[src/rtl/i2s_clock_gen.sv]
// I2S / left-justified / TDM bit and frame clock generator.
// Runtime divider and format, re-latched only on frame boundaries.
module i2s_clock_gen #(
    parameter  int DIV_WIDTH  = 8,
    parameter  int SLOT_BITS  = 32,
    parameter  int NUM_SLOTS  = 2,
    localparam int FRAME_BITS = SLOT_BITS * NUM_SLOTS,
    localparam int BW         = $clog2(FRAME_BITS),
    localparam int SW         = $clog2(NUM_SLOTS)
) (
    input  logic                 sys_clk,
    input  logic                 reset_n,
    input  logic                 enable_i,
    input  logic [DIV_WIDTH-1:0] div_i,
    input  logic [1:0]           mode_i,
    output logic                 sclk_o,
    output logic                 lrclk_o,
    output logic                 sclk_rise_o,
    output logic                 sclk_fall_o,
    output logic [BW-1:0]        bit_cnt_o,
    output logic [SW-1:0]        slot_o,
    output logic                 running_o,
    output logic                 locked_o
);

    typedef enum logic {
        S_IDLE = 1'b0,
        S_RUN  = 1'b1
    } state_t;

    localparam logic [DIV_WIDTH-1:0] D_ONE  = DIV_WIDTH'(1);
    localparam logic [BW-1:0]        LAST   = BW'(FRAME_BITS - 1);
    localparam logic [BW-1:0]        HALF   = BW'(FRAME_BITS / 2);
    localparam logic [BW-1:0]        I2S_LO = BW'(FRAME_BITS / 2 - 1);
    localparam logic [BW-1:0]        I2S_HI = BW'(FRAME_BITS - 2);

    state_t               r_state;
    state_t               w_state_nxt;
    logic [DIV_WIDTH-1:0] r_hcnt;
    logic [DIV_WIDTH-1:0] r_div;
    logic [1:0]           r_mode;
    logic                 r_sclk;
    logic                 r_lrclk;
    logic                 r_rise;
    logic                 r_fall;
    logic                 r_locked;
    logic [BW-1:0]        r_bit_cnt;

    logic [DIV_WIDTH-1:0] w_div_eff;
    logic [BW-1:0]        w_bit_nxt;
    logic                 w_tick;
    logic                 w_fall;
    logic                 w_wrap;
    logic                 w_cfg_same;
    logic                 w_lr_nxt;

    assign w_div_eff  = (div_i == '0) ? D_ONE : div_i;
    assign w_tick     = (r_state == S_RUN) && (r_hcnt == r_div - D_ONE);
    assign w_fall     = w_tick && r_sclk;
    assign w_wrap     = w_fall && (r_bit_cnt == LAST);
    assign w_bit_nxt  = (r_bit_cnt == LAST) ? '0 : r_bit_cnt + BW'(1);
    assign w_cfg_same = (w_div_eff == r_div) && (mode_i == r_mode);

    // Frame clock level for the bit position about to be entered
    always_comb begin
        w_lr_nxt = 1'b0;
        case (r_mode)
            2'b01:   w_lr_nxt = (w_bit_nxt >= HALF);
            2'b10:   w_lr_nxt = (w_bit_nxt == LAST);
            default: w_lr_nxt = (w_bit_nxt >= I2S_LO) && (w_bit_nxt <= I2S_HI);
        endcase
    end

    // State register
    always_ff @(posedge sys_clk) begin
        if (!reset_n) begin
            r_state <= S_IDLE;
        end else begin
            r_state <= w_state_nxt;
        end
    end

    // Start on request, stop only at the end of a whole frame
    always_comb begin
        w_state_nxt = r_state;
        case (r_state)
            S_IDLE:  if (enable_i) w_state_nxt = S_RUN;
            S_RUN:   if (w_wrap && !enable_i) w_state_nxt = S_IDLE;
            default: w_state_nxt = S_IDLE;
        endcase
    end

    // Divider, bit clock, bit counter, frame clock and lock tracking
    always_ff @(posedge sys_clk) begin
        if (!reset_n) begin
            r_hcnt    <= '0;
            r_div     <= D_ONE;
            r_mode    <= 2'b00;
            r_sclk    <= 1'b0;
            r_lrclk   <= 1'b0;
            r_rise    <= 1'b0;
            r_fall    <= 1'b0;
            r_locked  <= 1'b0;
            r_bit_cnt <= '0;
        end else begin
            r_rise <= 1'b0;
            r_fall <= 1'b0;
            if (r_state == S_IDLE) begin
                r_sclk   <= 1'b0;
                r_lrclk  <= 1'b0;
                r_locked <= 1'b0;
                if (enable_i) begin
                    r_div     <= w_div_eff;
                    r_mode    <= mode_i;
                    r_hcnt    <= '0;
                    r_bit_cnt <= '0;
                end
            end else begin
                if (w_tick) begin
                    r_hcnt <= '0;
                    r_sclk <= ~r_sclk;
                    r_rise <= ~r_sclk;
                    r_fall <= r_sclk;
                end else begin
                    r_hcnt <= r_hcnt + D_ONE;
                end
                if (w_fall) begin
                    r_bit_cnt <= w_bit_nxt;
                    r_lrclk   <= w_lr_nxt;
                end
                if (w_wrap) begin
                    if (!enable_i) begin
                        r_lrclk  <= 1'b0;
                        r_locked <= 1'b0;
                    end else begin
                        r_div    <= w_div_eff;
                        r_mode   <= mode_i;
                        r_locked <= w_cfg_same;
                    end
                end
            end
        end
    end

    // Drive ports from the registered state
    always_comb begin
        running_o   = (r_state == S_RUN);
        sclk_o      = r_sclk;
        lrclk_o     = r_lrclk;
        sclk_rise_o = r_rise;
        sclk_fall_o = r_fall;
        bit_cnt_o   = r_bit_cnt;
        slot_o      = r_bit_cnt[BW-1 -: SW];
        locked_o    = r_locked;
    end

endmodule

[config.mk]
export PLATFORM = sky130hd
export DESIGN_NAME = i2s_clock_gen
export DESIGN_NICKNAME = d
export VERILOG_FILES = /design/src/rtl/i2s_clock_gen.sv
export SDC_FILE = /design/constraint.sdc
export NUM_CORES = 1
export LEC_CHECK = 0
export CAP_MARGIN = 5
export CELL_PAD_IN_SITES_DETAIL_PLACEMENT = 0
export CELL_PAD_IN_SITES_GLOBAL_PLACEMENT = 2
export CORE_ASPECT_RATIO = 0.9
export CORE_UTILIZATION = 30
export DETAILED_ROUTE_END_ITERATION = 8
export GPL_TIMING_DRIVEN = 0
export PLACE_DENSITY = 0.69
export SETUP_SLACK_MARGIN = 0.4
export SLEW_MARGIN = 25
export SYNTH_ARGS = -nofsm -noshare
export SYNTH_HDL_FRONTEND = slang
export SYNTH_SLANG_ARGS = --single-unit
[constraint.sdc]
create_clock -name sys_clk -period 2.63 [get_ports sys_clk]
set_input_delay 0.263 -clock sys_clk [delete_from_list [all_inputs] [get_ports sys_clk]]
set_output_delay 0.263 -clock sys_clk [all_outputs]
set_load 0.01 [all_outputs]
## Word level (Yosys, flattened, before mapping)

Cells that the tools add are included.

| storage, ports and cells | value |
|---|---|
| output and inout bits | 13 |
| register bits | 30 |
| input port bits | 13 |

| operators by class | value |
|---|---|
| bitwise logic cells | 2 |
| reductions and logical operators | 12 |
| muxes and demuxes | 22 |
| magnitude comparators | 3 |
| equal/unequal tests | 9 |
| $add $sub $neg | 3 |

Operator list:

| operator | count |
|---|---|
| $mux 8 | 7 |
| $mux 6 | 4 |
| $eq 8x8->1 | 2 |
| $eq 6x6->1 const B | 2 |
| $add 8x1->8 const B | 1 |
| $logic_not 8->1 | 1 |
| $sub 8x1->8 const B | 1 |
| $add 6x1->6 const B | 1 |
| $ge 6x5->1 const B | 1 |
| $ge 6x6->1 const B | 1 |
| $le 6x6->1 const B | 1 |
| $logic_and 1x1->1 | 6 |
| $mux 1 | 6 |
| $mux 2 | 3 |
| $ne 2x1->1 const B | 2 |
| $pmux 1 s2 | 2 |
| $reduce_and 2->1 | 2 |
| $reduce_and 3->1 | 1 |
| $eq 2x1->1 const B | 1 |
| $eq 2x2->1 | 1 |
| $eq 2x2->1 const B | 1 |
| $not 1->1 | 2 |
| $reduce_bool 2->1 | 1 |
| $logic_not 1->1 | 1 |

## Logic depth before layout (Yosys ltp)

Gate-level depths: netlist (run 1).

| logic depth | value |
|---|---|
| depth after elaboration | 8 |
| gate-level depth with buffers | 11 |
| gate-level depth less buffers | 9 |

## Least setup slack after synthesis (run 1)

OpenSTA, ideal clock, no wires.

| timing | value |
|---|---|
| path type | register -> register |
| start | reg r_div[0] |
| end | reg r_bit_cnt[2], in the netlist bit_cnt_o[2] |
| arrival time | 2281 ps |
| required time | 2501 ps |
| buffers on the path | 2 |
| library setup time | 129 ps |
| path slack | 220 ps |
| cell stages (with the launch flop) | 12 |
| cells stage by stage | dfxtp_1 inv_1 ha_1 buf_2 o21ba_1 a221oi_2 a41oi_2 nor4b_4 nand4_1 buf_4 o211ai_2 o41ai_2 |

| between the ends | value |
|---|---|
| word-level cells in the longest chain between the ends | 6 |

Ends and longest elaborated chain:

| what | RTL line | RTL |
|---|---|---|
| from (decl) | 40 | `logic [DIV_WIDTH-1:0] r_div;` |
| from (signal assigned) | 113 | `r_div <= w_div_eff;` |
| from (signal assigned) | 136 | `r_div <= w_div_eff;` |
| $sub 8x1->8 | 58 | `assign w_tick = (r_state == S_RUN) && (r_hcnt == r_div - D_ONE);` |
| $eq 8x8->1 | 58 |  |
| $logic_and 1x1->1 | 58 |  |
| $logic_and 1x1->1 | 59 | `assign w_fall = w_tick && r_sclk;` |
| $ne 2x1->1 (no line) | n/a |  |
| $reduce_and 2->1 (no line) | n/a |  |
| to (signal assigned) | 128 | `r_bit_cnt <= w_bit_nxt;` |
| to (decl) | 47 | `logic [BW-1:0] r_bit_cnt;` |

No other way between the ends.
A chain may end at the register's enable or synchronous reset.

## Worst setup path after layout (run 1)

| timing | value |
|---|---|
| start | reg r_div[0] |
| end | reg r_div[1] |

| between the ends | value |
|---|---|
| word-level cells in the longest chain between the ends | 6 |

Ends and longest elaborated chain:

| what | RTL line | RTL |
|---|---|---|
| $sub 8x1->8 | 58 |  |
| $eq 8x8->1 | 58 |  |
| $logic_and 1x1->1 | 58 |  |
| $logic_and 1x1->1 | 59 |  |
| $logic_and 1x1->1 | 60 | `assign w_wrap = w_fall && (r_bit_cnt == LAST);` |
| $ne 2x1->1 (no line) | n/a |  |

No other way between the ends.

==> results of run 1 <==
==> cells in the mapped netlist (2+ instances only) <==
| library cell | n | area (sq um) |
|---|---|---|
| sky130_fd_sc_hd__a21oi_1 | 8 | 40.0 |
| sky130_fd_sc_hd__a22o_1 | 3 | 26.3 |
| sky130_fd_sc_hd__a31oi_1 | 6 | 37.5 |
| sky130_fd_sc_hd__a41oi_2 | 2 | 32.5 |
| sky130_fd_sc_hd__and3_1 | 5 | 31.3 |
| sky130_fd_sc_hd__buf_2 | 4 | 20.0 |
| sky130_fd_sc_hd__buf_4 | 3 | 22.5 |
| sky130_fd_sc_hd__buf_6 | 2 | 22.5 |
| sky130_fd_sc_hd__clkbuf_1 | 3 | 11.3 |
| sky130_fd_sc_hd__dfxtp_1 | 30 | 601 |
| sky130_fd_sc_hd__ha_1 | 6 | 75.1 |
| sky130_fd_sc_hd__inv_1 | 7 | 26.3 |
| sky130_fd_sc_hd__mux2i_1 | 2 | 20.0 |
| sky130_fd_sc_hd__nand2_1 | 23 | 86.3 |
| sky130_fd_sc_hd__nand2b_1 | 2 | 12.5 |
| sky130_fd_sc_hd__nand3_1 | 18 | 90.1 |
| sky130_fd_sc_hd__nand3b_1 | 2 | 15.0 |
| sky130_fd_sc_hd__nand4_1 | 7 | 43.8 |
| sky130_fd_sc_hd__nor2_1 | 9 | 33.8 |
| sky130_fd_sc_hd__nor2b_1 | 4 | 25.0 |
| sky130_fd_sc_hd__nor3_1 | 4 | 20.0 |
| sky130_fd_sc_hd__nor4_4 | 2 | 42.5 |
| sky130_fd_sc_hd__o21ai_0 | 3 | 15.0 |
| sky130_fd_sc_hd__o21ai_2 | 9 | 78.8 |
| sky130_fd_sc_hd__o21bai_1 | 2 | 15.0 |
| sky130_fd_sc_hd__o31ai_1 | 2 | 15.0 |
| sky130_fd_sc_hd__or3_1 | 2 | 12.5 |
| sky130_fd_sc_hd__xnor2_1 | 19 | 166 |
| sky130_fd_sc_hd__xor2_1 | 6 | 52.6 |
==> layout make-up <==
| cell class | instances | area, sq um |
|---|---|---|
| plain buffers | 12 | 90.1 |
| clock buffers | 7 | 76.3 |
| fillers | 636 | 3560 |
| inverters | 7 | 28.8 |
| multi-input cells | 168 | 1330 |
| flip-flops and latches | 30 | 608 |
| well taps | 87 | 109 |
| repair buffers | 40 | 380 |
==> report_power, final <==
group / total [uW] / switching (uW) / internal, uW
clock: 348 / 166 / 182
sequential: 487 / 18.3 / 469
combinational: 277 / 139 / 138
==> per-layer routing <==
metal,wire length [um],share of wire [%],vias to the layer above
met5,0,0,-
met1,2670,55,776
met4,31,0.64,0
met3,164,3.4,2
met2,1950,41,30
li1,-,-,881
==> metrics by stage <==
stage | instance area [sq um] | instances | hold slack, ns | utilization [%]
floorplan | 1940 | 217 | 0.380 | -
global placement | 2300 | 329 | 0.483 | 37.3
detailed placement | 2300 | 329 | 0.490 | 37.3
CTS | 2530 | 348 | 0.499 | 40.9
global route | 2620 | 351 | 0.531 | 42.4
finish | 2620 | 351 | 0.492 | 42.4
==> cell families (layout without fill, tap and decap cells) <==
kind of cell,count (synthesis),in the layout,synth area share [%]
flops,30,30,31.1
buf+inv,19,66,5.31
compound gates,48,48,21.2
simple gates,86,86,25.6
mux,3,3,1.62
xor+xnor,25,25,11.3
fa+ha+maj,6,6,3.89
==> worst max path at each step <==
stage	from	end	slack [ns]	cells after the start
after floorplan	r_div[0]	bit_cnt_o[2]	0.40	11
after global placement	r_div[0]	r_hcnt[0]	0.17	10
after detailed placement	r_div[0]	r_hcnt[0]	0.15	10
after CTS	r_div[0]	r_mode[0]	0.33	12
after global routing	r_div[0]	bit_cnt_o[2]	0.20	11
final	r_div[0]	r_div[1]	0.33	12
==> flip-flops by register name, indices dropped and copies added (netlist names) <==
signal / flops
r_mode: 2
sclk_fall_o: 1
sclk_o: 1
running_o: 1
r_div: 8
lrclk_o: 1
sclk_rise_o: 1
locked_o: 1
bit_cnt_o: 6
r_hcnt: 8
==> cells in the final DEF (no fill, tap or decap), types with 3 or more instances in the layout <==
cell type | Yosys | final
sky130_fd_sc_hd__clkbuf_1 | 3 | 5
sky130_fd_sc_hd__ha_1 | 6 | 5
sky130_fd_sc_hd__a41oi_2 | 2 | 3
sky130_fd_sc_hd__clkbuf_8 | 0 | 5
sky130_fd_sc_hd__nand2_1 | 23 | 21
sky130_fd_sc_hd__nand3_2 | 1 | 5
sky130_fd_sc_hd__nor3_1 | 4 | 4
sky130_fd_sc_hd__a21oi_1 | 8 | 4
sky130_fd_sc_hd__buf_2 | 4 | 4
sky130_fd_sc_hd__xnor2_1 | 19 | 19
sky130_fd_sc_hd__dfxtp_1 | 30 | 28
sky130_fd_sc_hd__a22o_1 | 3 | 3
sky130_fd_sc_hd__a21oi_2 | 0 | 3
sky130_fd_sc_hd__nand4_1 | 7 | 7
sky130_fd_sc_hd__o21ai_2 | 9 | 9
sky130_fd_sc_hd__nand3_1 | 18 | 14
sky130_fd_sc_hd__and3_1 | 5 | 5
sky130_fd_sc_hd__nor2_1 | 9 | 9
sky130_fd_sc_hd__inv_1 | 7 | 5
sky130_fd_sc_hd__nor2b_1 | 4 | 4
sky130_fd_sc_hd__xor2_1 | 6 | 6
sky130_fd_sc_hd__a31oi_1 | 6 | 6
sky130_fd_sc_hd__buf_4 | 3 | 13
sky130_fd_sc_hd__buf_6 | 2 | 5
sky130_fd_sc_hd__clkdlybuf4s50_1 | 0 | 25
==> timing repair <==
item | 4_1_cts | 5_1_grt
cloned | 2 | 0
gates resized for setup | 15 | 13
endpoints found under the setup margin | 26 | 28
setup buffers | 10 | 3
pin swaps | 6 | 6
==> critical path, stage by stage (launching register included) <==
cell and delay (ns):
sky130_fd_sc_hd__dfxtp_4 0.36, sky130_fd_sc_hd__inv_4 0.04, sky130_fd_sc_hd__ha_4 0.14, sky130_fd_sc_hd__buf_6 0.12, sky130_fd_sc_hd__o21ba_4 0.19, sky130_fd_sc_hd__a221oi_4 0.28
sky130_fd_sc_hd__a41oi_2 0.08, sky130_fd_sc_hd__buf_4 0.18, sky130_fd_sc_hd__nor4_4 0.24, sky130_fd_sc_hd__a41oi_4 0.22, sky130_fd_sc_hd__buf_6 0.19, sky130_fd_sc_hd__nand3_1 0.09
sky130_fd_sc_hd__o21ai_2 0.06
==> results.json, run 1 <==
{
  "run_status": "finished clean",
  "rsz_0062_raised_after_global_routing": "yes",
  "antennaDiodeCount": 0,
  "global_route.usage.met3_pct": 3.68,
  "fin_tns_setup_ns": 0,
  "timing.setup.critical_path_class": "reg -> reg",
  "slew_violations": 0,
  "floorplan.rows": 27,
  "vias_per_cell": 4.81,
  "grt_usage_pct": 15.6,
  "io-pin-count": 26,
  "finalSetupViolations": 0,
  "finalWorstSetupSlack_ns": 0.326,
  "worst_slew_margin_rel_pct": 57.6,
  "areaGrowthSynthToFinish_pct": 35.6,
  "cp_max_fo": 5,
  "share_of_post_route_cells_with_drive_strength_above_1_pct": 25.8,
  "crit-reg2reg-capture": "r_div[1]",
  "numPortBuffers": 25,
  "gp_congestion": 0.708,
  "finalWirelength_mm": 4.81,
  "cts_inserted_buffers": 5,
  "finalCriticalPeriod_ns": 2.30,
  "grt_start_max_net_pins": 11,
  "die_h_um": 78.1,
  "hold_start": "locked_o",
  "post-route-drc-count": 0,
  "routed-via-count": 1689,
  "fp.dieArea_sq_um": 6760,
  "syn_area_sq_um": 1930,
  "ys_dominant_reg_cell": "sky130_fd_sc_hd__dfxtp_1",
  "grt_first_pass_wirelength_mm": 8.15,
  "hpwlAfterDp_mm": 3.46,
  "gr-total-overflow": 0,
  "placeableCoreArea_sq_um": 6180,
  "global_route.peak_usage_layer": "met1",
  "ys_warn_count": 0,
  "hold-path-endpoint": "locked_o",
  "final.period_utilization_pct": 87.6,
  "layout.nets": 283,
  "dr.pass1.iters": 4,
  "worst_skew_pair.late_latency_ns": 0.28,
  "cts-root-to-sink-buffers": 2,
  "grt_antenna_before_repair": 0,
  "worst_clock_skew_ns": 0.00309,
  "clk_root_buffer_cell": "sky130_fd_sc_hd__clkbuf_8",
  "die_x_um": 86.6,
  "synth_edf_count": 0,
  "worst-r2r-setup-slack_ns": 0.33,
  "ff2ff_path_depth": 12,
  "clock_tree.htree_level_count": 2,
  "dpl_worst_slack_ns": 0.152,
  "rr_startpoint": "r_div[0]",
  "holdCritPathClass": "reg -> reg",
  "cts_num_sinks": 30,
  "tritoncts_clock_tree": "done",
  "antenna_viol_nets_final": 0,
  "timing_hold_violations_final": 0,
  "clk_pin_slew_worst_paths_ns": 0.06,
  "synthesis.area_per_instance_sq_um": 8.90,
  "design_power_total_uw": 1110,
  "critical_path_end_type": "register",
  "required_arrival_time_at_the_worst_endpoint_ns": 2.80,
  "maxCapViolCount": 0,
  "mappedNetlistNets": 236,
  "power_density_nw_per_um2": 425,
  "hold_path_depth": 2,
  "yosys_register_bits": 30,
  "ys_types": 51,
  "postSynth.asyncResetShare_pct": 0,
  "synth_seq_area_share_pct": 31.1,
  "cts_hold_repair.buffers": 0,
  "power.static_leakage_uw": 0.000962,
  "detailedRoute.firstIterationViolations": 104,
  "gr-usage-met2_pct": 21.3,
  "worst-slew-pin-transition_ns": 0.630,
  "arrival_ns": 2.47,
  "met1_usage_grt_pct": 23.6,
  "first_global_vias": 1568,
  "vdd.ir_drop.worst_v": 0.000166,
  "wl_per_cell_um": 13.7,
  "post_synthesis_cell_count": 217,
  "initial_utilization_pct": 31.2,
  "max_clock_freq_mhz": 434,
  "cp-start-kind": "register"
}
No activity file was read; power rests on OpenSTA's default activity.
==> run 2: changes to the inputs <==
--- a/config.mk
+++ b/config.mk
@@ -9,10 +9,11 @@
 export CELL_PAD_IN_SITES_DETAIL_PLACEMENT = 0
 export CELL_PAD_IN_SITES_GLOBAL_PLACEMENT = 2
 export CORE_ASPECT_RATIO = 0.9
+export CORE_MARGIN = 8
 export CORE_UTILIZATION = 30
 export DETAILED_ROUTE_END_ITERATION = 8
 export GPL_TIMING_DRIVEN = 0
-export PLACE_DENSITY = 0.69
+export PLACE_DENSITY_LB_ADDON = 0.1
 export SETUP_SLACK_MARGIN = 0.4
 export SLEW_MARGIN = 25
 export SYNTH_ARGS = -nofsm -noshare
==> run 2 against run 1 <==
  * Flip-flop and latch count stayed put
  * Power is 4.4% higher
  * Worst hold slack better by 0.0039 ns
  * Largest power group unchanged
  * Combinational power is 5% higher
  * First-iteration DRC count is 55% lower
  * Critical path depth is 1 lower
  * Clock skew is 0.0052 ns higher
  * Critical endpoint is now bit_cnt_o[1]
  * Sequential share of layout area is 0.74 points lower
==> results.json, run 2 (synthesized netlist as in run 1, its figures left out) <==
{
  "finalSetupViolations": 0,
  "timing.setup.critical_path_class": "reg -> reg",
  "gr-total-overflow": 0,
  "clock_power_share_pct": 32.9,
  "worst_skew_pair.late_latency_ns": 0.28,
  "layout.nets": 288,
  "power.static_leakage_uw": 0.00100,
  "placed_cell_area_sq_um": 2300,
  "grt_antenna_before_repair": 0,
  "io-pin-count": 26,
  "gp_congestion": 0.744,
  "fillCellCount": 631,
  "tritoncts_clock_tree": "done",
  "clk_pin_slew_worst_paths_ns": 0.07,
  "die_x_um": 101,
  "worst_path_cell_chain": "inv_4 > ha_4 > buf_6 > o21ba_4 > a221oi_4 > a41oi_2 > nor4b_4 > nand4_1 > buf_4 > buf_6 > o31ai_1",
  "fp.dieArea_sq_um": 9270,
  "vias_per_cell": 4.92,
  "finalHoldWorstSlack_ns": 0.495,
  "cts_hold_repair.buffers": 0,
  "cp_slowest_cell": "sky130_fd_sc_hd__dfxtp_4",
  "initial_utilization_pct": 31.2,
  "arrival_ns": 2.54,
  "vdd.ir_drop.worst_v": 0.000228,
  "power_switching_share_pct": 28.9,
  "areaGrowthSynthToFinish_pct": 40.0,
  "finalWirelength_mm": 5.17,
  "cp_common_cell": "sky130_fd_sc_hd__buf_6",
  "power_frac_comb_pct": 25.1,
  "slew_violations": 0,
  "placeableCoreArea_sq_um": 6180,
  "grt_start_max_net_pins": 11,
  "grt_first_pass_wirelength_mm": 8.93,
  "holdCritPathClass": "reg -> reg",
  "share_of_post_route_cells_with_drive_strength_above_1_pct": 30.4,
  "routed-via-count": 1756,
  "cp_max_fo": 6,
  "clock_tree.htree_level_count": 2,
  "placed_cells_incl_taps": 329,
  "worst_clock_skew_ns": 0.00825,
  "wl_per_cell_um": 14.5,
  "cts_inserted_buffers": 5,
  "worst-slew-pin-transition_ns": 0.653,
  "finalCriticalPeriod_ns": 2.34,
  "run_status": "finished clean",
  "maxCapViolCount": 0,
  "post-route-drc-count": 0,
  "critical_path_end_type": "register",
  "internal_power_uw": 826,
  "crit_path_max_incr_delay_ns": 0.36,
  "antennaDiodeCount": 0,
  "hpwlAfterDp_mm": 3.67,
  "timing_hold_violations_final": 0,
  "required_arrival_time_at_the_worst_endpoint_ns": 2.82,
  "floorplan.rows": 27,
  "mostFrequentLayoutCells": "sky130_fd_sc_hd__dfxtp_1, sky130_fd_sc_hd__clkdlybuf4s50_1, sky130_fd_sc_hd__nand2_1",
  "detailedRoute.firstIterationViolations": 47,
  "final_common_cell": "sky130_fd_sc_hd__dfxtp_1",
  "postLayoutCellArea_sq_um": 2710,
  "antenna_viol_nets_final": 0,
  "dr.pass1.iters": 4,
  "rsz_0062_raised_after_global_routing": "yes",
  "final.period_utilization_pct": 89.1,
  "design_power_total_uw": 1160,
  "die_h_um": 92.1,
  "share_seq_of_total_power_pct": 42.0,
  "grt_usage_pct": 12.0,
  "layout.cells.non_filler": 357,
  "cp-start-kind": "register",
  "power_density_nw_per_um2": 429,
  "first_global_vias": 1772,
  "cts_num_sinks": 30,
  "clk_root_buffer_cell": "sky130_fd_sc_hd__clkbuf_8",
  "numPortBuffers": 25,
  "total_switching_power_uw": 335,
  "worst_slew_margin_rel_pct": 56.5,
  "max_clock_freq_mhz": 427,
  "cts-root-to-sink-buffers": 2,
  "fin_tns_setup_ns": 0
}
## run 2: cell count changes in the layout (fill, tap and decap cells not counted), sizes merged
cell    delta
clkinv     +1
buf        +5
## run 2: worst paths after layout
path                               start            to  slack, ns  depth (start not counted)
worst min register to register  locked_o      locked_o       0.50                          2
worst min-delay path            locked_o      locked_o       0.50                          2
worst max register to register  r_div[0]  bit_cnt_o[1]       0.29                         11
worst max-delay path            r_div[0]  bit_cnt_o[1]       0.29                         11
## run 2: layout make-up
type | count | area (sq um) | share of cell area [%]
Clock inverter | 1 | 5.00 | 0.185
Clock buffer | 7 | 86.3 | 3.19
Multi-Input combinational cell | 168 | 1360 | 50.4
Inverter | 7 | 28.8 | 1.06
Tap cell | 87 | 109 | 4.02
Timing Repair Buffer | 45 | 419 | 15.5
Sequential cell | 30 | 608 | 22.5
Buffer | 12 | 86.3 | 3.19
## run 2: power groups by stage
stage	clock, uW	combinational [uW]	sequential [uW]
final	382	291	488
after global routing	423	320	490
after CTS	395	259	487
after detailed placement	0	216	500
after global placement	0	218	500
after floorplan	0	154	496
## run 2: metrics by stage
stage	setup slack [ns]	util, %
floorplan	0.400	-
global placement	0.191	37.3
detailed placement	0.182	37.3
CTS	0.304	42.2
global route	0.168	43.8
finish	0.287	43.8
## run 2: layer usage
metal / up-vias / wire length [um] / share of wire [%] / global-route usage, %
met3: 5 / 167 / 3.2 / 3.17
met5: - / 0 / 0 / 0
met4: 0 / 49 / 0.95 / 2.64
met1: 830 / 2650 / 51 / 16.4
li1: 900 / - / - / -
met2: 21 / 2310 / 45 / 18.4
## run 2: what timing repair did
action | 4_1_cts | 5_1_grt
cloned | 2 | 0
setup buffers | 13 | 5
resized for setup | 25 | 15
pin swaps | 6 | 12
setup endpoints to repair | 25 | 28
## run 2: critical path: cells and delay by family (launching register included)
| kind | cells | cell delay (ns) |
|---|---|---|
| DFF | 1 | 0.36 |
| and+or+nand+nor | 2 | 0.52 |
| adders and majority gates | 1 | 0.14 |
| buffers and inverters | 4 | 0.49 |
| AOI/OAI and AO/OA | 4 | 0.74 |
==> run 3: changes to the inputs <==
--- a/config.mk
+++ b/config.mk
@@ -19,3 +19,4 @@
 export SYNTH_ARGS = -nofsm -noshare
 export SYNTH_HDL_FRONTEND = slang
 export SYNTH_SLANG_ARGS = --single-unit
+export TNS_END_PERCENT = 20
==> run 3 against run 2 <==
  * Final cell count shrank 1.4%
  * First-iteration DRC count grew 8.5%
  * Via count shrank 3.0%
  * Clock power is essentially flat
  * Clock skew is essentially flat
  * Largest power group unchanged
  * Highest routed layer unchanged
  * Die area is the same
  * Fmax shrank 0.15%
  * Combinational power shrank 6.9%
  * Routed wire length shrank 2.3%
  * Flip-flop and latch count is the same
  * Non-clock buffer count shrank 5
==> results.json, run 3 (synthesized netlist as in run 1, its figures left out) <==
{
  "run_status": "finished clean",
  "vdd.ir_drop.worst_v": 0.000229,
  "required_arrival_time_at_the_worst_endpoint_ns": 2.79,
  "io-pin-count": 26,
  "clk_root_buffer_cell": "sky130_fd_sc_hd__clkbuf_8",
  "worst-r2r-setup-slack_ns": 0.28,
  "critical_path_end_type": "register",
  "cts_hold_repair.buffers": 0,
  "share_of_post_route_cells_with_drive_strength_above_1_pct": 24.2,
  "rsz_0062_raised_after_global_routing": "yes",
  "fin_tns_setup_ns": 0,
  "hold_start": "locked_o",
  "holdCritPathClass": "reg -> reg",
  "initial_utilization_pct": 31.2,
  "wl_per_cell_um": 14.4,
  "fp.dieArea_sq_um": 9270,
  "placed_cell_area_sq_um": 2300,
  "layout.nets": 283,
  "mostFrequentLayoutCells": "sky130_fd_sc_hd__dfxtp_1, sky130_fd_sc_hd__clkdlybuf4s50_1, sky130_fd_sc_hd__nand2_1",
  "die_x_um": 101,
  "grt_usage_pct": 11.9,
  "hpwlAfterDp_mm": 3.67,
  "ff2ff_path_depth": 11,
  "cts_num_sinks": 30,
  "slew_violations": 0,
  "placeableCoreArea_sq_um": 6180,
  "final.period_utilization_pct": 89.2,
  "clk_pin_slew_worst_paths_ns": 0.07,
  "cts_inserted_buffers": 5,
  "worst_clock_skew_ns": 0.00828,
  "maxCapViolCount": 0,
  "first_global_vias": 1747,
  "numPortBuffers": 25,
  "dr.pass1.iters": 4,
  "cp-start-kind": "register",
  "postLayoutCellArea_sq_um": 2590,
  "antenna_viol_nets_final": 0,
  "cp-startpoint": "r_div[0]",
  "areaGrowthSynthToFinish_pct": 34.1,
  "timing_hold_violations_final": 0,
  "routed-via-count": 1704,
  "gp_congestion": 0.744,
  "max_clock_freq_mhz": 426,
  "finalWirelength_mm": 5.05,
  "tritoncts_clock_tree": "done",
  "timing.setup.critical_path_class": "reg -> reg",
  "gr-total-overflow": 0,
  "power_density_nw_per_um2": 440,
  "endpoint": "bit_cnt_o[2]",
  "worst_skew_pair.late_latency_ns": 0.28,
  "antennaDiodeCount": 0,
  "grt_first_pass_wirelength_mm": 8.83,
  "power.static_leakage_uw": 0.000956,
  "detailedRoute.firstIterationViolations": 51,
  "floorplan.rows": 27,
  "cts-root-to-sink-buffers": 2,
  "fillCellCount": 635,
  "worst_slew_margin_rel_pct": 60.0,
  "finalSetupViolations": 0,
  "cp_max_fo": 6,
  "worst-slew-pin-transition_ns": 0.599,
  "rr_startpoint": "r_div[0]",
  "vias_per_cell": 4.84,
  "die_h_um": 92.1,
  "post-route-drc-count": 0,
  "final_common_cell": "sky130_fd_sc_hd__dfxtp_1",
  "finalCriticalPeriod_ns": 2.35,
  "grt_antenna_before_repair": 0,
  "crit-reg2reg-capture": "bit_cnt_o[2]",
  "arrival_ns": 2.50,
  "clock_tree.htree_level_count": 2,
  "grt_start_max_net_pins": 11
}
run 3: cell types whose count changed in the layout (fill, tap and decap cells not counted), sizes merged:
| cell | before | now |
|---|---|---|
| buf | 29 | 24 |
run 3: worst min-delay path by stage:
stage,depth (start not counted),slack (ns),to
after global routing,2,0.52,r_mode[0]
after global placement,2,0.49,locked_o
after floorplan,2,0.38,running_o
after CTS,2,0.50,locked_o
after detailed placement,2,0.48,locked_o
final,2,0.50,locked_o
run 3: per-layer routing:
metal,up-vias,part of all wire (%),GRT usage (%)
met5,-,0,0
met4,0,0.97,2.64
met3,5,3.3,3.17
met2,21,43,18.1
met1,794,53,16.2
li1,884,-,-
run 3: timing repair:
item / in CTS / in global routing
pin swaps: 6 / 1
setup buffers: 11 / 2
resized for setup: 10 / 6
cloned: 2 / 0
setup endpoints to repair: 25 / 28
run 3: area by class of cell:
cell class,instances,area (sq um),area share (%)
clock inverters,1,5.00,0.193
well taps,87,109,4.20
multi-input cells,168,1290,49.9
plain buffers,12,86.3,3.33
flip-flops and latches,30,608,23.5
clock buffers,7,86.3,3.33
repair buffers,40,374,14.4
inverters,7,28.8,1.11
run 3: power breakdown:
| part | switching, uW | internal [uW] | total [uW] |
|---|---|---|---|
| registers | 18.0 | 469 | 487 |
| logic | 134 | 136 | 271 |
| clock network | 171 | 211 | 382 |
| total | 324 | 816 | 1140 |
run 3: worst max-delay path: stages (launching register included):
cell and delay (ns):
sky130_fd_sc_hd__dfxtp_4 0.36, sky130_fd_sc_hd__inv_4 0.04, sky130_fd_sc_hd__ha_4 0.14, sky130_fd_sc_hd__buf_6 0.12, sky130_fd_sc_hd__o21ba_4 0.20, sky130_fd_sc_hd__a221oi_4 0.29
sky130_fd_sc_hd__a41oi_2 0.09, sky130_fd_sc_hd__nor4b_4 0.32, sky130_fd_sc_hd__nand4_1 0.21, sky130_fd_sc_hd__buf_6 0.20, sky130_fd_sc_hd__o211ai_2 0.16, sky130_fd_sc_hd__o41ai_2 0.08
run 3: stage by stage:
stage	instances	utilization, %	hold WS, ns	power, uW	setup slack (ns)
4_1_cts	350	40.9	0.501	1130	0.301
3_3_place_gp	329	37.3	0.486	717	0.191
5_1_grt	352	41.9	0.521	1210	0.180
6_report	352	41.9	0.496	1140	0.284
2_1_floorplan	217	-	0.380	650	0.400
3_5_place_dp	329	37.3	0.480	716	0.182
